**config.mk**
```make
export PLATFORM = sky130hd
export DESIGN_NAME = rvh_l1d_mshr_alloc_tracker_flat
export DESIGN_NICKNAME = d
export VERILOG_FILES = /design/src/rtl/rvh_l1d_mshr_alloc_tracker_if.sv /design/src/rtl/rvh_l1d_mshr_alloc_tracker.sv /design/src/flat_wrapper.sv
export SDC_FILE = /design/constraint.sdc
export NUM_CORES = 1
export LEC_CHECK = 0
export ABC_AREA = 1
export BUFFER_PORTS_ARGS = -buffer_cell sky130_fd_sc_hd__buf_2
export CORE_ASPECT_RATIO = 1.5
export CORE_MARGIN = 5
export CORE_UTILIZATION = 48
export CTS_CLUSTER_DIAMETER = 30
export DETAILED_ROUTE_END_ITERATION = 10
export GPL_ROUTABILITY_DRIVEN = 0
export PLACE_DENSITY = 0.8
export SETUP_SLACK_MARGIN = 0.5
export SYNTH_ARGS = -nofsm -noshare
export SYNTH_HDL_FRONTEND = slang
export SYNTH_SLANG_ARGS = --single-unit
```
**constraint.sdc**
```tcl
create_clock -name clk -period 5 [get_ports clk]
set_clock_uncertainty 0.05 [all_clocks]
set_input_delay 0.75 -clock clk [delete_from_list [all_inputs] [get_ports clk]]
set_output_delay 0.75 -clock clk [all_outputs]
set_load 0.01 [all_outputs]
```
**src/rtl/rvh_l1d_mshr_alloc_tracker_if.sv**
```systemverilog
// Miss-pipe <-> MSHR allocation tracker bundle.
// Carries the allocation, deallocation, flush and status signals.
interface rvh_l1d_mshr_alloc_tracker_if #(
   parameter int MSHR_NUM       = 8,
   parameter int ALLOC_PORT_NUM = 2,
   parameter int MSHR_ID_W      = $clog2(MSHR_NUM)
);
   logic [ALLOC_PORT_NUM-1:0]           alloc_req_i;
   logic [ALLOC_PORT_NUM-1:0]           alloc_prio_i;
   logic [ALLOC_PORT_NUM-1:0]           alloc_gnt_o;
   logic [ALLOC_PORT_NUM*MSHR_ID_W-1:0] alloc_id_o;
   logic                                dealloc_vld_i;
   logic [MSHR_NUM-1:0]                 dealloc_mask_i;
   logic                                flush_i;
   logic [MSHR_NUM-1:0]                 mshr_valid_o;
   logic [MSHR_ID_W:0]                  free_cnt_o;
   logic                                full_o;
   logic                                empty_o;
   logic                                dealloc_err_o;

   modport master (
      output alloc_req_i,
      output alloc_prio_i,
      output dealloc_vld_i,
      output dealloc_mask_i,
      output flush_i,
      input  alloc_gnt_o,
      input  alloc_id_o,
      input  mshr_valid_o,
      input  free_cnt_o,
      input  full_o,
      input  empty_o,
      input  dealloc_err_o
   );

   modport slave (
      input  alloc_req_i,
      input  alloc_prio_i,
      input  dealloc_vld_i,
      input  dealloc_mask_i,
      input  flush_i,
      output alloc_gnt_o,
      output alloc_id_o,
      output mshr_valid_o,
      output free_cnt_o,
      output full_o,
      output empty_o,
      output dealloc_err_o
   );
endinterface

```
**src/rtl/rvh_l1d_mshr_alloc_tracker.sv**
```systemverilog
// L1D MSHR allocation tracker: owns the valid vector, grants lowest
// free IDs in port order, keeps entries back for priority requests.
module rvh_l1d_mshr_alloc_tracker #(
   parameter int MSHR_NUM       = 8,
   parameter int ALLOC_PORT_NUM = 2,
   parameter int RESERVE_NUM    = 1,
   parameter int MSHR_ID_W      = $clog2(MSHR_NUM)
) (
   input  logic                       clk,
   input  logic                       rst,
   rvh_l1d_mshr_alloc_tracker_if.slave bus
);
   localparam int               CNT_W = MSHR_ID_W + 1;
   localparam logic [CNT_W-1:0] RSV   = CNT_W'(RESERVE_NUM);
   localparam logic [CNT_W-1:0] FULLC = CNT_W'(MSHR_NUM);

   logic [MSHR_NUM-1:0]                 r_valid;
   logic [CNT_W-1:0]                    r_free_cnt;
   logic                                r_full;
   logic                                r_empty;
   logic                                r_err;

   logic [MSHR_NUM-1:0]                 w_taken;
   logic [MSHR_NUM-1:0]                 w_alloc_mask;
   logic [MSHR_NUM-1:0]                 w_dealloc_eff;
   logic [MSHR_NUM-1:0]                 w_valid_nxt;
   logic [CNT_W-1:0]                    w_avail;
   logic [CNT_W-1:0]                    w_free_nxt;
   logic                                w_err_nxt;
   logic                                w_found;
   logic                                w_ok;
   logic [MSHR_ID_W-1:0]                w_sel;
   logic [ALLOC_PORT_NUM-1:0]           w_gnt;
   logic [ALLOC_PORT_NUM*MSHR_ID_W-1:0] w_id;

   function automatic logic [CNT_W-1:0] f_zeros(
      input logic [MSHR_NUM-1:0] v
   );
      logic [CNT_W-1:0] c;
      c = '0;
      for (int i = 0; i < MSHR_NUM; i++) begin
         c = c + CNT_W'(!v[i]);
      end
      return c;
   endfunction

   // Each port sees what lower ports left behind; denied ports take nothing.
   always_comb begin
      w_gnt        = '0;
      w_id         = '0;
      w_alloc_mask = '0;
      w_taken      = r_valid;
      w_avail      = r_free_cnt;
      w_found      = 1'b0;
      w_ok         = 1'b0;
      w_sel        = '0;
      for (int p = 0; p < ALLOC_PORT_NUM; p++) begin
         w_found = 1'b0;
         w_sel   = '0;
         for (int i = 0; i < MSHR_NUM; i++) begin
            if (!w_found && !w_taken[i]) begin
               w_found = 1'b1;
               w_sel   = MSHR_ID_W'(i);
            end
         end
         w_ok = bus.alloc_prio_i[p] ? (w_avail != '0)
                                    : (w_avail > RSV);
         if (rst && !bus.flush_i && bus.alloc_req_i[p]
             && w_found && w_ok) begin
            w_gnt[p]                         = 1'b1;
            w_id[p*MSHR_ID_W +: MSHR_ID_W]   = w_sel;
            w_taken[w_sel]                   = 1'b1;
            w_alloc_mask[w_sel]              = 1'b1;
            w_avail                          = w_avail - CNT_W'(1);
         end
      end
   end

   assign w_dealloc_eff = bus.dealloc_vld_i
                        ? (bus.dealloc_mask_i & r_valid)
                        : '0;

   // A flush supersedes any stray dealloc, so no error is reported.
   assign w_err_nxt = bus.dealloc_vld_i & ~bus.flush_i
                    & (|(bus.dealloc_mask_i & ~r_valid));

   assign w_valid_nxt = bus.flush_i
                      ? '0
                      : ((r_valid & ~w_dealloc_eff) | w_alloc_mask);

   assign w_free_nxt = f_zeros(w_valid_nxt);

   always_ff @(posedge clk or negedge rst) begin
      if (!rst) begin
         r_valid    <= '0;
         r_free_cnt <= FULLC;
         r_full     <= 1'b0;
         r_empty    <= 1'b1;
         r_err      <= 1'b0;
      end else begin
         r_valid    <= w_valid_nxt;
         r_free_cnt <= w_free_nxt;
         r_full     <= (w_free_nxt == '0);
         r_empty    <= (w_free_nxt == FULLC);
         r_err      <= w_err_nxt;
      end
   end

   assign bus.alloc_gnt_o   = w_gnt;
   assign bus.alloc_id_o    = w_id;
   assign bus.mshr_valid_o  = r_valid;
   assign bus.free_cnt_o    = r_free_cnt;
   assign bus.full_o        = r_full;
   assign bus.empty_o       = r_empty;
   assign bus.dealloc_err_o = r_err;
endmodule

```
**src/flat_wrapper.sv**
```systemverilog
// flat-port wrapper written by rule: the top's interface ports become plain ports
module rvh_l1d_mshr_alloc_tracker_flat 
#(
   parameter int MSHR_NUM       = 8,
   parameter int ALLOC_PORT_NUM = 2,
   parameter int RESERVE_NUM    = 1,
   parameter int MSHR_ID_W      = $clog2(MSHR_NUM)
)
  (clk, rst, bus_alloc_req_i, bus_alloc_prio_i, bus_dealloc_vld_i, bus_dealloc_mask_i, bus_flush_i, bus_alloc_gnt_o, bus_alloc_id_o, bus_mshr_valid_o, bus_free_cnt_o, bus_full_o, bus_empty_o, bus_dealloc_err_o);
  rvh_l1d_mshr_alloc_tracker_if #(.MSHR_NUM(MSHR_NUM), .ALLOC_PORT_NUM(ALLOC_PORT_NUM), .MSHR_ID_W(MSHR_ID_W)) bus_i ();
  input  logic clk;
  input  logic rst;
  input wire logic [$bits(bus_i.alloc_req_i)-1:0] bus_alloc_req_i;
  input wire logic [$bits(bus_i.alloc_prio_i)-1:0] bus_alloc_prio_i;
  input wire logic [$bits(bus_i.dealloc_vld_i)-1:0] bus_dealloc_vld_i;
  input wire logic [$bits(bus_i.dealloc_mask_i)-1:0] bus_dealloc_mask_i;
  input wire logic [$bits(bus_i.flush_i)-1:0] bus_flush_i;
  output wire logic [$bits(bus_i.alloc_gnt_o)-1:0] bus_alloc_gnt_o;
  output wire logic [$bits(bus_i.alloc_id_o)-1:0] bus_alloc_id_o;
  output wire logic [$bits(bus_i.mshr_valid_o)-1:0] bus_mshr_valid_o;
  output wire logic [$bits(bus_i.free_cnt_o)-1:0] bus_free_cnt_o;
  output wire logic [$bits(bus_i.full_o)-1:0] bus_full_o;
  output wire logic [$bits(bus_i.empty_o)-1:0] bus_empty_o;
  output wire logic [$bits(bus_i.dealloc_err_o)-1:0] bus_dealloc_err_o;
  assign bus_i.alloc_req_i = bus_alloc_req_i;
  assign bus_i.alloc_prio_i = bus_alloc_prio_i;
  assign bus_i.dealloc_vld_i = bus_dealloc_vld_i;
  assign bus_i.dealloc_mask_i = bus_dealloc_mask_i;
  assign bus_i.flush_i = bus_flush_i;
  assign bus_alloc_gnt_o = bus_i.alloc_gnt_o;
  assign bus_alloc_id_o = bus_i.alloc_id_o;
  assign bus_mshr_valid_o = bus_i.mshr_valid_o;
  assign bus_free_cnt_o = bus_i.free_cnt_o;
  assign bus_full_o = bus_i.full_o;
  assign bus_empty_o = bus_i.empty_o;
  assign bus_dealloc_err_o = bus_i.dealloc_err_o;
  rvh_l1d_mshr_alloc_tracker #(.MSHR_NUM(MSHR_NUM), .ALLOC_PORT_NUM(ALLOC_PORT_NUM), .RESERVE_NUM(RESERVE_NUM), .MSHR_ID_W(MSHR_ID_W)) u_core (.clk(clk), .rst(rst), .bus(bus_i));
endmodule
```
; ---- After elaboration in Yosys (flattened, before gate mapping)
; Index checks and enable logic that the tools add are counted.
; W data, S select, Z words.
[word_totals]
output_inout_bits = 23
in_bits = 16
register_bits = 15
[op_classes]
n_eq_ne = 1
n_mux = 46
add_sub_neg = 8
magnitude_cmp = 6
reduce_logical = 62
bitwise_logic = 11
[ops]
columns = cell, count
row1 = $mux W8, 5
row2 = $logic_not A1 Y1, 35
row3 = $mux W3, 11
row4 = $add A4 B1 Y4, 6
row5 = $and A8 B8 Y8, 3
row6 = $mux W1, 24
row7 = $or A8 B8 Y8, 3
row8 = $logic_and A1 B1 Y1, 23
row9 = $not A8 Y8, 2
row10 = $gt A4 B1 Y1 const B, 2
row11 = $lt A3 B4 Y1 const B, 2
row12 = $reduce_bool A4 Y1, 2
row13 = $reduce_or A8 Y1, 1
row14 = $demux W1 S3, 2
row15 = $ge A3 B1 Y1 const B, 2
row16 = $mux W2, 3
row17 = $eq A4 B4 Y1 const B, 1
row18 = $logic_not A4 Y1, 1
row19 = $mux W4, 1
row20 = $sub A4 B1 Y4 const B, 1
row21 = $add A1 B1 Y2, 1
row22 = $and A1 B1 Y1, 2
row23 = $not A1 Y1, 1

; ---- Logic depth before layout (Yosys ltp)
; Gate-level depths: netlist (run 1).
[depth]
ltp_word = 65
ltp_mapped = 29
ltp_nobuf = 28

; ---- Least setup slack after synthesis (run 1)
; No wires, ideal clock.
[synth_path]
kind = input to register
from = in bus_alloc_prio_i[0]
to = reg u_core.r_empty, in the netlist u_core.bus.empty_o
required_time_ns = 4.882
cell_stages = 25
t_arrival_ns = 5.024
slack_ns = -0.142
setup_ns = 0.068
path_cell_list = inv_1 -> o21ai_0 -> nor2_1 -> nor2_4 -> o21ai_4 -> nand2_1 -> nand2_1 -> nor2_4 -> nand3_2 -> nor2_4 -> nand3_4 -> nand2_4 -> buf_6 -> nand2_1 -> nand3_1 -> nand2_1 -> ha_1 -> fa_1 -> fa_1 -> inv_1 -> fa_1 -> inv_1 -> fa_1 -> or3_1 -> nor2_1
[synth_between]
elab_chain_len = 41
[synth_rtl]
columns = item, line_no
row1 = "start, declared", flat_wrapper.sv:14  ; input wire logic [$bits(bus_i.alloc_prio_i)-1:0] bus_alloc_prio_i;
row2 = $mux W1 *, rvh_l1d_mshr_alloc_tracker.sv:66  ; w_ok = bus.alloc_prio_i[p] ? (w_avail != '0)
row3 = $logic_and A1 B1 Y1 *, rvh_l1d_mshr_alloc_tracker.sv:69  ; && w_found && w_ok) begin
row4 = $mux W8, rvh_l1d_mshr_alloc_tracker.sv:68  ; if (rst && !bus.flush_i && bus.alloc_req_i[p]
row5 = $logic_not A1 Y1, rvh_l1d_mshr_alloc_tracker.sv:61  ; if (!w_found && !w_taken[i]) begin
row6 = $logic_and A1 B1 Y1, rvh_l1d_mshr_alloc_tracker.sv:61
row7 = $mux W1, rvh_l1d_mshr_alloc_tracker.sv:61
row8 = $logic_not A1 Y1, rvh_l1d_mshr_alloc_tracker.sv:61
row9 = $logic_and A1 B1 Y1, rvh_l1d_mshr_alloc_tracker.sv:61
row10 = (+22 left out), --
row11 = $or A8 B8 Y8 *, rvh_l1d_mshr_alloc_tracker.sv:89  ; : ((r_valid & ~w_dealloc_eff) | w_alloc_mask);
row12 = $mux W8 *, rvh_l1d_mshr_alloc_tracker.sv:88  ; ? '0
row13 = $logic_not A1 Y1, rvh_l1d_mshr_alloc_tracker.sv:42  ; c = c + CNT_W'(!v[i]);
row14 = $add A1 B1 Y2, rvh_l1d_mshr_alloc_tracker.sv:42
row15 = $add A4 B1 Y4 (5 in series), rvh_l1d_mshr_alloc_tracker.sv:42
row16 = $add A4 B1 Y4 *, rvh_l1d_mshr_alloc_tracker.sv:42
row17 = via u_core.w_free_nxt[1], rvh_l1d_mshr_alloc_tracker.sv:28  ; logic [CNT_W-1:0] w_free_nxt;
row18 = $eq A4 B4 Y1 *, rvh_l1d_mshr_alloc_tracker.sv:104  ; r_empty <= (w_free_nxt == FULLC);
row19 = "end signal, assigned", rvh_l1d_mshr_alloc_tracker.sv:104
row20 = "end, declared", rvh_l1d_mshr_alloc_tracker.sv:20  ; logic r_empty;
; Mark *: on every way through the listed nets, which the timed path passes. The rest lies on a longest branch.

; ---- Worst setup path after layout (run 1)
[layout_path]
from = in bus_alloc_prio_i[0]
to = reg u_core.r_full, in the netlist u_core.bus.full_o
[layout_between]
elab_chain_len = 41
[layout_rtl]
columns = item, line_no
row1 = $mux W1 *, rvh_l1d_mshr_alloc_tracker.sv:66
row2 = $logic_and A1 B1 Y1 *, rvh_l1d_mshr_alloc_tracker.sv:69
row3 = $mux W8, rvh_l1d_mshr_alloc_tracker.sv:68
row4 = $logic_not A1 Y1, rvh_l1d_mshr_alloc_tracker.sv:61
row5 = $logic_and A1 B1 Y1, rvh_l1d_mshr_alloc_tracker.sv:61
row6 = $mux W1, rvh_l1d_mshr_alloc_tracker.sv:61
row7 = $logic_not A1 Y1, rvh_l1d_mshr_alloc_tracker.sv:61
row8 = $logic_and A1 B1 Y1, rvh_l1d_mshr_alloc_tracker.sv:61
row9 = (+22 left out), --
row10 = $or A8 B8 Y8 *, rvh_l1d_mshr_alloc_tracker.sv:89
row11 = $mux W8 *, rvh_l1d_mshr_alloc_tracker.sv:88
row12 = $logic_not A1 Y1, rvh_l1d_mshr_alloc_tracker.sv:42
row13 = $add A1 B1 Y2, rvh_l1d_mshr_alloc_tracker.sv:42
row14 = $add A4 B1 Y4 (5 in series), rvh_l1d_mshr_alloc_tracker.sv:42
row15 = $add A4 B1 Y4 *, rvh_l1d_mshr_alloc_tracker.sv:42
row16 = via u_core.w_free_nxt[1], rvh_l1d_mshr_alloc_tracker.sv:28
row17 = $logic_not A4 Y1 *, rvh_l1d_mshr_alloc_tracker.sv:103  ; r_full <= (w_free_nxt == '0);
row18 = "end signal, assigned", rvh_l1d_mshr_alloc_tracker.sv:103
row19 = "end, declared", rvh_l1d_mshr_alloc_tracker.sv:19  ; logic r_full;
; Marked as above.

==> summary.md, run 1 <==
| Metric | Value |
|---|---|
| # diodes | 0 |
| Rows | 25 |
| Critical path required time | 5130 ps |
| Die height | 79.32 microns |
| CTS tree | built |
| CP max-delay cell | fa_1 |
| First-pass GRT wire length | 7527 microns |
| Worst-Margin Slew | about 400 ps |
| Nets@finish | 335 |
| Global route overflow | 0 |
| GR Util All Layers | 21.11% |
| H-tree Lvls | 1 |
| Sink Count | 15 |
| Die area | 4459 sq um |
| Synth area leader | dfrtp_1 |
| Max-slew violations | 0 |
| Post-synth cell types | 36 |
| Crit. End Element | flop |
| Final hold vios | 0 |
| Post-Synthesis Cells | between 200 and 250 |
| CP bufs+invs | 3 |
| Crit path largest cell delay | 510 ps |
| Layout cells sized above 1 | 45.45% |
| Crit Path Class | in -> reg |
| Data arrival, critical path | about 5000 ps |
| Multi-input gate area | 1147 sq um |
| CP Launch Type | input port |
| Fillcell total | 241 |
| Syn_area_per_cell | 6.804 sq um |
| Mapped cell area | ~1500 sq um |
| Worst Hold Slack | 405.5 ps |
| Worst r2r path cells | 25 |
| Final WL | roughly 4700 microns |
| Leak Pwr | 1.190 nW |
| Max-Cap Viols | 0 |
| CTS buffer count | 3 |
| Max Clk Rate | just over 200 MHz |
| Synthesis-stage register bit count | 15 |
| Tcrit/Tclk final | around 100% |
| Hold Buf Count CTS | 0 |
| Pwr Total | 0.4101 mW |
| Hpwl dp | approximately 3700 microns |
| Die width | 56.22 microns |
| Area growth syn-to-layout | 51.26% |
| Avg WL per Cell | 13.51 microns |
| DR pass1 iterations | 4 |
| Reg-to-Reg Start | u_core.bus.free_cnt_o[0] |
| DRC Markers | 0 |
| Detail Route Antenna Nets | 0 |
| Reg-to-Reg End | u_core.bus.full_o |
| IO buf count | 38 |
| Top post-synthesis cells by area | dfrtp_1 (21%), nand2_1 (12%), inv_1 (9.5%), nor2_1 (6.6%), nand3_1 (5.9%) |
| Final core utilization | 74.36% |
| Core ar. | 3128 sq um |
| Ports | 39 |
| Worst min-delay path category | in -> async |
| Placed Instances | 335 |
| Post-route insts no fill | around 350 |
| PD cells | roughly 180 nW/um^2 |
| Mapped Nets | between 200 and 300 |
| Clock Path Buffers | 2 |
| Initial antenna violation count | 0 |
| Synth warn | 0 |
| Synth top area share | 21.16% |
| Post-DR vias/cell | 5.167 |
| CTS root buf | clkbuf_8 |
| VDD IR-drop max | around 0.19 mV |
| Initial Utilization | 49.16% |
| CP top delay family | adder cells |
| Register area share after synthesis | 24.57% |
| Most used cell along the critical path | nor2_4 |
| Number of global-route vias before repair | 1808 |
| Largest net degree at the start of global routing | 17 |
| Setup_tns | 0 ps |
| Status | completed |
| Min cycle time layout | approximately 5000 ps |
| Cell Chain, Critical Path | buf_12 > nor3_4 > nor2_4 > nor2_4 > o21ai_4 > nand2_1 > nand2_2 > nor2_4 > nand3_4 > nor2_4 > nand3_4 > nand2_4 > nand2_1 > nand3_1 > nand2_1 > ha_4 > fa_1 > fa_1 > inv_2 > fa_2 > inv_2 > fa_1 > or3_4 > nor2_1 |
| FF+latch area | 379.1 sq um |
| Worst-path fanout max | 5 |
| R2R setup slack | 150 ps |
| Reg clk slew, reported paths | approximately 60 ps |
| Unrepaired setup endpoints after global routing | yes |
| Detailed Route Iter0 Violations | 38 |
| Final Setup Violations | 0 |
| Worst slew margin relative to its limit | about 73% |
| Worst-skew pair later-pin latency | 250 ps |
| Vias | 1798 |
-- registers in the layout, indices dropped and copies added, names as in the netlist --
register and count:
u_core.bus.mshr_valid_o 8, u_core.bus.empty_o 1, u_core.bus.free_cnt_o 4, u_core.bus.dealloc_err_o 1, u_core.bus.full_o 1
-- per-stage QoR --
step | setup WS (ps) | area, sq um
after floorplan | 21.14 | 1603
after global placement | -147.6 | 2091
after detailed placement | -221.3 | 2091
after CTS | 227.2 | 2255
after global routing | -112.9 | 2326
final | 135.3 | 2326
-- layout by cell type (no fill, tap or decap), types with 2 or more instances in the layout --
cell type,n
a21oi_1,5
a221oi_1,2
a31oi_1,2
buf_12,2
buf_2,37
buf_4,40
clkbuf_8,3
dfrtp_1,12
dfstp_2,2
fa_1,3
ha_1,2
ha_4,3
inv_1,34
inv_2,6
nand2_1,40
nand2_2,13
nand3_1,16
nand3_2,4
nand3_4,2
nand3b_1,5
nand4_1,3
nor2_1,21
nor2_2,6
nor2_4,6
o21ai_0,10
o21ai_1,4
o21ai_2,2
o21ai_4,2
o22ai_1,3
xor2_1,2
-- cells in the mapped netlist --
library cell / count
a211oi_1: 1
a21oi_1: 5
a221oi_1: 2
a31o_2: 1
a31oi_1: 2
a41oi_1: 1
and3_1: 1
buf_2: 1
buf_6: 1
clkbuf_1: 1
dfrtp_1: 13
dfstp_2: 2
fa_1: 4
ha_1: 6
inv_1: 39
inv_2: 2
nand2_1: 48
nand2_2: 5
nand2_4: 1
nand3_1: 18
nand3_2: 3
nand3_4: 1
nand3b_1: 5
nand4_1: 3
nand4_2: 1
nor2_1: 27
nor2_2: 2
nor2_4: 4
nor3_1: 2
o21ai_0: 15
o21ai_1: 1
o21ai_4: 1
o21bai_1: 1
o22ai_1: 3
or3_1: 1
xor2_1: 2
-- metal layers --
metal | vias up | share of wire (%) | GRT usage, %
met1 | 840 | 37 | 22.43
li1 | 894 | - | -
met4 | 0 | 3.7 | 14.25
met5 | - | 0 | 0
met2 | 44 | 56 | 39.11
met3 | 20 | 3.0 | 1.301
-- logic make-up after synthesis --
group / Yosys count / synth area share [%]
fa+ha+maj: 10 / 10.09
simple gates: 122 / 39.71
buf+inv: 44 / 11.31
compound gates: 33 / 13.18
xor+xnor: 2 / 1.139
flops: 15 / 24.57
-- how the worst max path moves through the flow --
| stage | from | endpoint | slack [ps] | cells past startpoint |
|---|---|---|---|---|
| floorplan | bus_alloc_prio_i[0] | u_core.bus.empty_o | 20 | 25 |
| global placement | bus_alloc_prio_i[0] | u_core.bus.empty_o | -150 | 25 |
| detailed placement | bus_alloc_prio_i[0] | u_core.bus.empty_o | -220 | 25 |
| CTS | bus_alloc_prio_i[0] | u_core.bus.empty_o | 230 | 25 |
| global route | u_core.bus.free_cnt_o[1] | u_core.bus.full_o | -110 | 26 |
| finish | bus_alloc_prio_i[0] | u_core.bus.full_o | 140 | 24 |
-- power breakdown --
part	total, mW	switching, mW	internal (mW)
Combinational	0.170	0.0912	0.0785
Clock	0.0957	0.0406	0.0551
Sequential	0.145	0.00787	0.137
-- layout make-up --
cell class              count  share of cell area [%]
multi-input cells         168                   49.33
repair buffers             80                   23.08
clock buffers               3                   1.775
well taps                  40                   2.152
inverters                  41                   7.154
flip-flops and latches     15                   16.30
clock inverters             1                  0.2152
-- what timing repair did --
action | in CTS | in global routing
pin swaps | 17 | 1
endpoints found under the setup margin | 4 | 5
gates resized for setup | 16 | 17
cloned | 1 | 0
setup buffers | 5 | 3
No activity file was read; power rests on OpenSTA's default activity.
==> run 2: changes to the inputs <==
Settings changed: CORE_ASPECT_RATIO 1.5 to not set.
==> run 2 against run 1 <==
Clock power shrank 30%. Cell area is 1.5% lower. The flow now finishes with violations (setup timing). Critical endpoint unchanged. Register-to-register slack got worse by 210 ps. Critical path depth is 2 higher. Global-route usage increased by 0.80 points. Via count decreased by 1.4%. Clock-buffer cell count did not move. Wire length decreased by 3.3%. Worst setup slack worse by 200 ps. Sequential power about the same.
==> summary.md, run 2 (synthesized netlist as in run 1, its figures left out) <==
| Metric | Value |
|---|---|
| Vias | 1773 |
| Global route overflow | 0 |
| Setup crit start | u_core.bus.free_cnt_o[0] |
| Status | finished with violations |
| CTS buffer count | 3 |
| IO buf count | 38 |
| Final hold vios | 0 |
| Max Clk Rate | between 150 and 200 MHz |
| Final core utilization | 75.08% |
| Hpwl dp | between 3000 and 4000 microns |
| Layout cells sized above 1 | 44.41% |
| Die height | 66.60 microns |
| DRC Markers | 0 |
| Failing checks | setup timing |
| Reg-to-Reg Start | u_core.bus.free_cnt_o[0] |
| Worst-path fanout max | 5 |
| First-pass GRT wire length | 7389 microns |
| Post-DR vias/cell | 4.966 |
| Most frequent cells in the layout | buf_4 (45), nand2_1 (43), buf_2 (38), inv_1 (33), nor2_1 (22) |
| DR pass1 iterations | 4 |
| Final Instance Area | approximately 2300 sq um |
| Tcrit/Tclk final | 101.2% |
| # diodes | 0 |
| Avg WL per Cell | 12.74 microns |
| Sink Count | 15 |
| Unrepaired setup endpoints after global routing | yes |
| CP max-delay cell | fa_1 |
| Die width | 66.60 microns |
| CP top delay family | adder cells |
| VDD IR-drop max | 0.2301 mV |
| Ports | 39 |
| Die area | 4436 sq um |
| Initial antenna violation count | 0 |
| PD cells | 168.3 nW/um^2 |
| Min cycle time layout | 5062 ps |
| Area growth syn-to-layout | 49.06% |
| Largest net degree at the start of global routing | 17 |
| Leak Pwr | approximately 1.2 nW |
| Crit path largest cell delay | about 510 ps |
| CP bufs+invs | 4 |
| Data arrival, critical path | 5230 ps |
| Core ar. | 3053 sq um |
| Initial Utilization | between 50% and 60% |
| Placed Instances | around 340 |
| Clock Path Buffers | 2 |
| Crit. End Element | flop |
| Commonest non-fill, non-tap cell in the layout | buf_4 |
| Critical path required time | approximately 5200 ps |
| Max-slew violations | 0 |
| Most used cell along the critical path | nand2_1 |
| Crit Path Class | reg -> reg |
| CTS root buf | clkbuf_4 |
| Max-Cap Viols | 0 |
| Setup_tns | -120.4 ps |
| Worst-Margin Slew | 320.0 ps |
| Post-route insts no fill | 357 |
| Max FFs per register | 8 |
| Worst Hold Slack | 365.9 ps |
| Nets@finish | 340 |
| Final WL | 4547 microns |
| Placement Cell Area | ~2100 sq um |
| CTS tree | built |
| Worst-skew pair later-pin latency | 280 ps |
| H-tree Lvls | 1 |
| Hold Buf Count CTS | 0 |
| GR Util All Layers | between 20% and 30% |
| Worst setup margin | -62.32 ps |
| Worst slew margin relative to its limit | 78.67% |
| Rows | 20 |
| Detail Route Antenna Nets | 0 |
| CP Launch Type | flop |
| Final Setup Violations | 2 |
| Reg clk slew, reported paths | about 80 ps |
| Detailed Route Iter0 Violations | 139 |
| Number of global-route vias before repair | 1694 |
| Worst min-delay path category | in -> async |
## run 2: final timing paths
kind                                               to  slack (ps)  cells after the start
setup / recovery                    u_core.bus.full_o         -60                     26
max in group asynchronous          u_core.bus.empty_o        4300                      2
setup reg to reg                    u_core.bus.full_o         -60                     26
min in group clk           u_core.bus.mshr_valid_o[3]         660                      4
hold reg to reg            u_core.bus.mshr_valid_o[3]         660                      4
hold / removal                      u_core.bus.full_o         370                      2
## run 2: layout make-up
type	count	area (sq um)
clock inverters	1	5.005
multi-input cells	168	1115
inverters	41	166.4
clock buffers	3	22.52
flip-flops and latches	15	377.9
well taps	44	55.05
repair buffers	85	550.5
fillers	247	760.7
## run 2: timing repair
action / in CTS / in global routing
endpoints found under the hold margin: 0 / 0
pin swaps: 10 / 11
endpoints found under the setup margin: 4 / 6
cloned: 1 / 0
gates resized for setup: 9 / 11
buffers inserted: 7 / 2
## run 2: where the power goes
group,total [mW],internal [mW],switching (mW),leakage [nW]
logic,0.176,0.0823,0.0934,0.976
clock network,0.0666,0.0297,0.0369,0.0177
registers,0.144,0.136,0.00726,0.199
## run 2: through the flow
step           power [mW]  setup WS (ps)
2_1_floorplan      0.2342          21.14
3_3_place_gp       0.2898         -170.1
3_5_place_dp       0.2929         -266.2
4_1_cts            0.3719          67.90
5_1_grt            0.4140         -309.7
6_report           0.3859         -62.32
## run 2: layer usage
layer  part of all wire (%)  wire length [microns]  up-vias  GRT usage [%]
li1                       -                      -      904              -
met2                     52                   2370       47          38.86
met3                    4.6                    207       11          2.698
met1                     41                   1869      811          26.83
met5                      0                      0        -              0
met4                    2.2                    100        0          8.122
==> run 3: changes to the inputs <==
Settings changed: CORE_UTILIZATION 48 to 53, PLACE_DENSITY 0.8 to 0.84.
Clock period 5 ns to 4.9 ns, I/O delays scaled along.
==> run 3 against run 2 <==
The flow still finishes with violations (setup timing). Via count is 4.2% higher. Hold slack gained 19 ps. Register-to-register slack improved by 30 ps. Non-clock buffer count up 4. Global-route usage rose by 2.2 points. Final cell count fell by 2.8%. Power is 2.4% lower. Largest cell class unchanged. Sequential share of layout area barely moved. Clock-buffer cell count grew 1. Clock power fell by 3%. Wire length grew 10%. Highest routed layer unchanged.
==> summary.md, run 3 (synthesized netlist as in run 1, its figures left out) <==
| Metric | Value |
|---|---|
| Setup_tns | -55.20 ps |
| Final Setup Violations | 2 |
| Min cycle time layout | around 4900 ps |
| Worst-Margin Slew | roughly 360 ps |
| Detailed Route Iter0 Violations | around 170 |
| Vias | between 1500 and 2000 |
| DRC Markers | 0 |
| Worst min-delay path category | in -> async |
| Data arrival, critical path | just over 5000 ps |
| Sink Count | 15 |
| Avg WL per Cell | 14.41 microns |
| Worst r2r path cells | 23 |
| Core ar. | ~2800 sq um |
| Placement Cell Area | between 2000 and 2500 sq um |
| Worst setup margin | -28.09 ps |
| Max-slew violations | 0 |
| Most frequent cells in the layout | buf_4 (46), nand2_1 (39), buf_2 (38), inv_1 (35), nor2_1 (21) |
| CTS buffer count | 3 |
| Die area | 4079 sq um |
| Crit. End Element | flop |
| Clock Path Buffers | 2 |
| Status | finished with violations |
| Worst slew margin relative to its limit | 75.80% |
| Unrepaired setup endpoints after global routing | yes |
| Detail Route Antenna Nets | 0 |
| CTS root buf | clkbuf_4 |
| Critical path required time | 5060 ps |
| # diodes | 0 |
| Final Instance Area | 2296 sq um |
| Fillcell total | 182 |
| Max-Cap Viols | 0 |
| H-tree Lvls | 1 |
| Max Clk Rate | between 200 and 250 MHz |
| Final hold vios | 0 |
| Largest net degree at the start of global routing | 17 |
| Initial antenna violation count | 0 |
| Post-DR vias/cell | 5.326 |
| Ports | 39 |
| Tcrit/Tclk final | 100.6% |
| DR pass1 iterations | 4 |
| PD cells | 164.0 nW/um^2 |
| Reg-to-Reg Start | u_core.bus.free_cnt_o[0] |
| Final WL | approximately 5000 microns |
| Hold Buf Count CTS | 0 |
| Failing checks | setup timing |
| Max FFs per register | 8 |
| GR Util All Layers | 24.15% |
| Nets@finish | 343 |
| Area growth syn-to-layout | 49.31% |
| First-pass GRT wire length | 8010 microns |
| Commonest non-fill, non-tap cell in the layout | buf_4 |
| Hpwl dp | 3792 microns |
| Layout cells sized above 1 | between 40 and 50% |
| Leak Pwr | roughly 1.2 nW |
| Reg clk slew, reported paths | 80 ps |
| CP Launch Type | flop |
| Initial Utilization | 55.76% |
| Rows | 19 |
| Global route overflow | 0 |
| Worst-skew pair later-pin latency | ~270 ps |
| Reg-to-Reg End | u_core.bus.empty_o |
| Number of global-route vias before repair | approximately 1700 |
| Die width | 63.87 microns |
| VDD IR-drop max | 0.2141 mV |
| Worst-path fanout max | 10 |
| IO buf count | 38 |
| CTS tree | built |
| Crit Path Class | reg -> reg |
| Die height | 63.87 microns |
| R2R setup slack | -30 ps |
==> run 3: worst max-delay path by stage <==
stage	cells after the start	slack [ps]	to	from
5_1_grt	25	-250	u_core.bus.full_o	u_core.bus.free_cnt_o[0]
4_1_cts	26	70	u_core.bus.empty_o	u_core.bus.free_cnt_o[0]
6_report	23	-30	u_core.bus.empty_o	u_core.bus.free_cnt_o[0]
3_3_place_gp	25	-200	u_core.bus.empty_o	bus_alloc_prio_i[0]
2_1_floorplan	24	-100	u_core.bus.empty_o	bus_alloc_prio_i[0]
3_5_place_dp	25	-330	u_core.bus.empty_o	bus_flush_i
==> run 3: where the power goes <==
| group | internal [mW] | total [mW] | switching (mW) |
|---|---|---|---|
| logic | 0.0736 | 0.164 | 0.0905 |
| registers | 0.139 | 0.147 | 0.00814 |
| clock network | 0.0315 | 0.0649 | 0.0334 |
==> run 3: area by class of cell <==
cell class | count | area, sq um | share of cell area [%]
multi-input combinational | 167 | 1095 | 47.68
clock buffer | 4 | 26.28 | 1.144
tap | 31 | 38.79 | 1.689
sequential | 15 | 377.9 | 16.46
timing repair buffer | 89 | 604.3 | 26.32
inverter | 41 | 153.9 | 6.703
==> run 3: critical path: stages (launching register included) <==
cell,delay (ps)
dfrtp_1,430
inv_2,110
ha_1,170
o21ai_2,60
o21bai_1,190
nor2_1,100
buf_4,180
o21ai_0,320
nand2_1,120
nor2_2,150
nand2_1,90
nor2_2,100
nand2_2,80
nand2_2,70
nand2_2,60
ha_4,260
fa_1,420
fa_1,540
inv_2,50
fa_2,350
inv_2,70
fa_1,390
or3_1,390
nor2_1,100
==> run 3: repair_timing <==
action | CTS | global route
setup endpoints to repair | 4 | 6
gates resized for setup | 15 | 13
pin swaps | 18 | 13
buffers inserted | 7 | 4
==> run 3: routing by layer <==
metal / vias up / track usage (%) / wire, microns
li1: 910 / - / -
met3: 18 / 1.401 / 264
met2: 72 / 42.21 / 2606
met5: - / 0 / 0
met1: 848 / 31.00 / 1983
met4: 0 / 9.351 / 145
==> run 3: per-stage QoR <==
stage	setup slack [ps]	total power [mW]	utilization, %	hold slack [ps]	instances
2_1_floorplan	-104.2	0.2335	-	389.4	226
3_3_place_gp	-201.6	0.2905	75.45	639.6	332
3_5_place_dp	-328.5	0.2948	75.45	627.3	332
4_1_cts	65.52	0.3716	80.90	387.8	343
5_1_grt	-253.4	0.4009	83.26	388.9	347
6_report	-28.09	0.3765	83.26	384.6	347
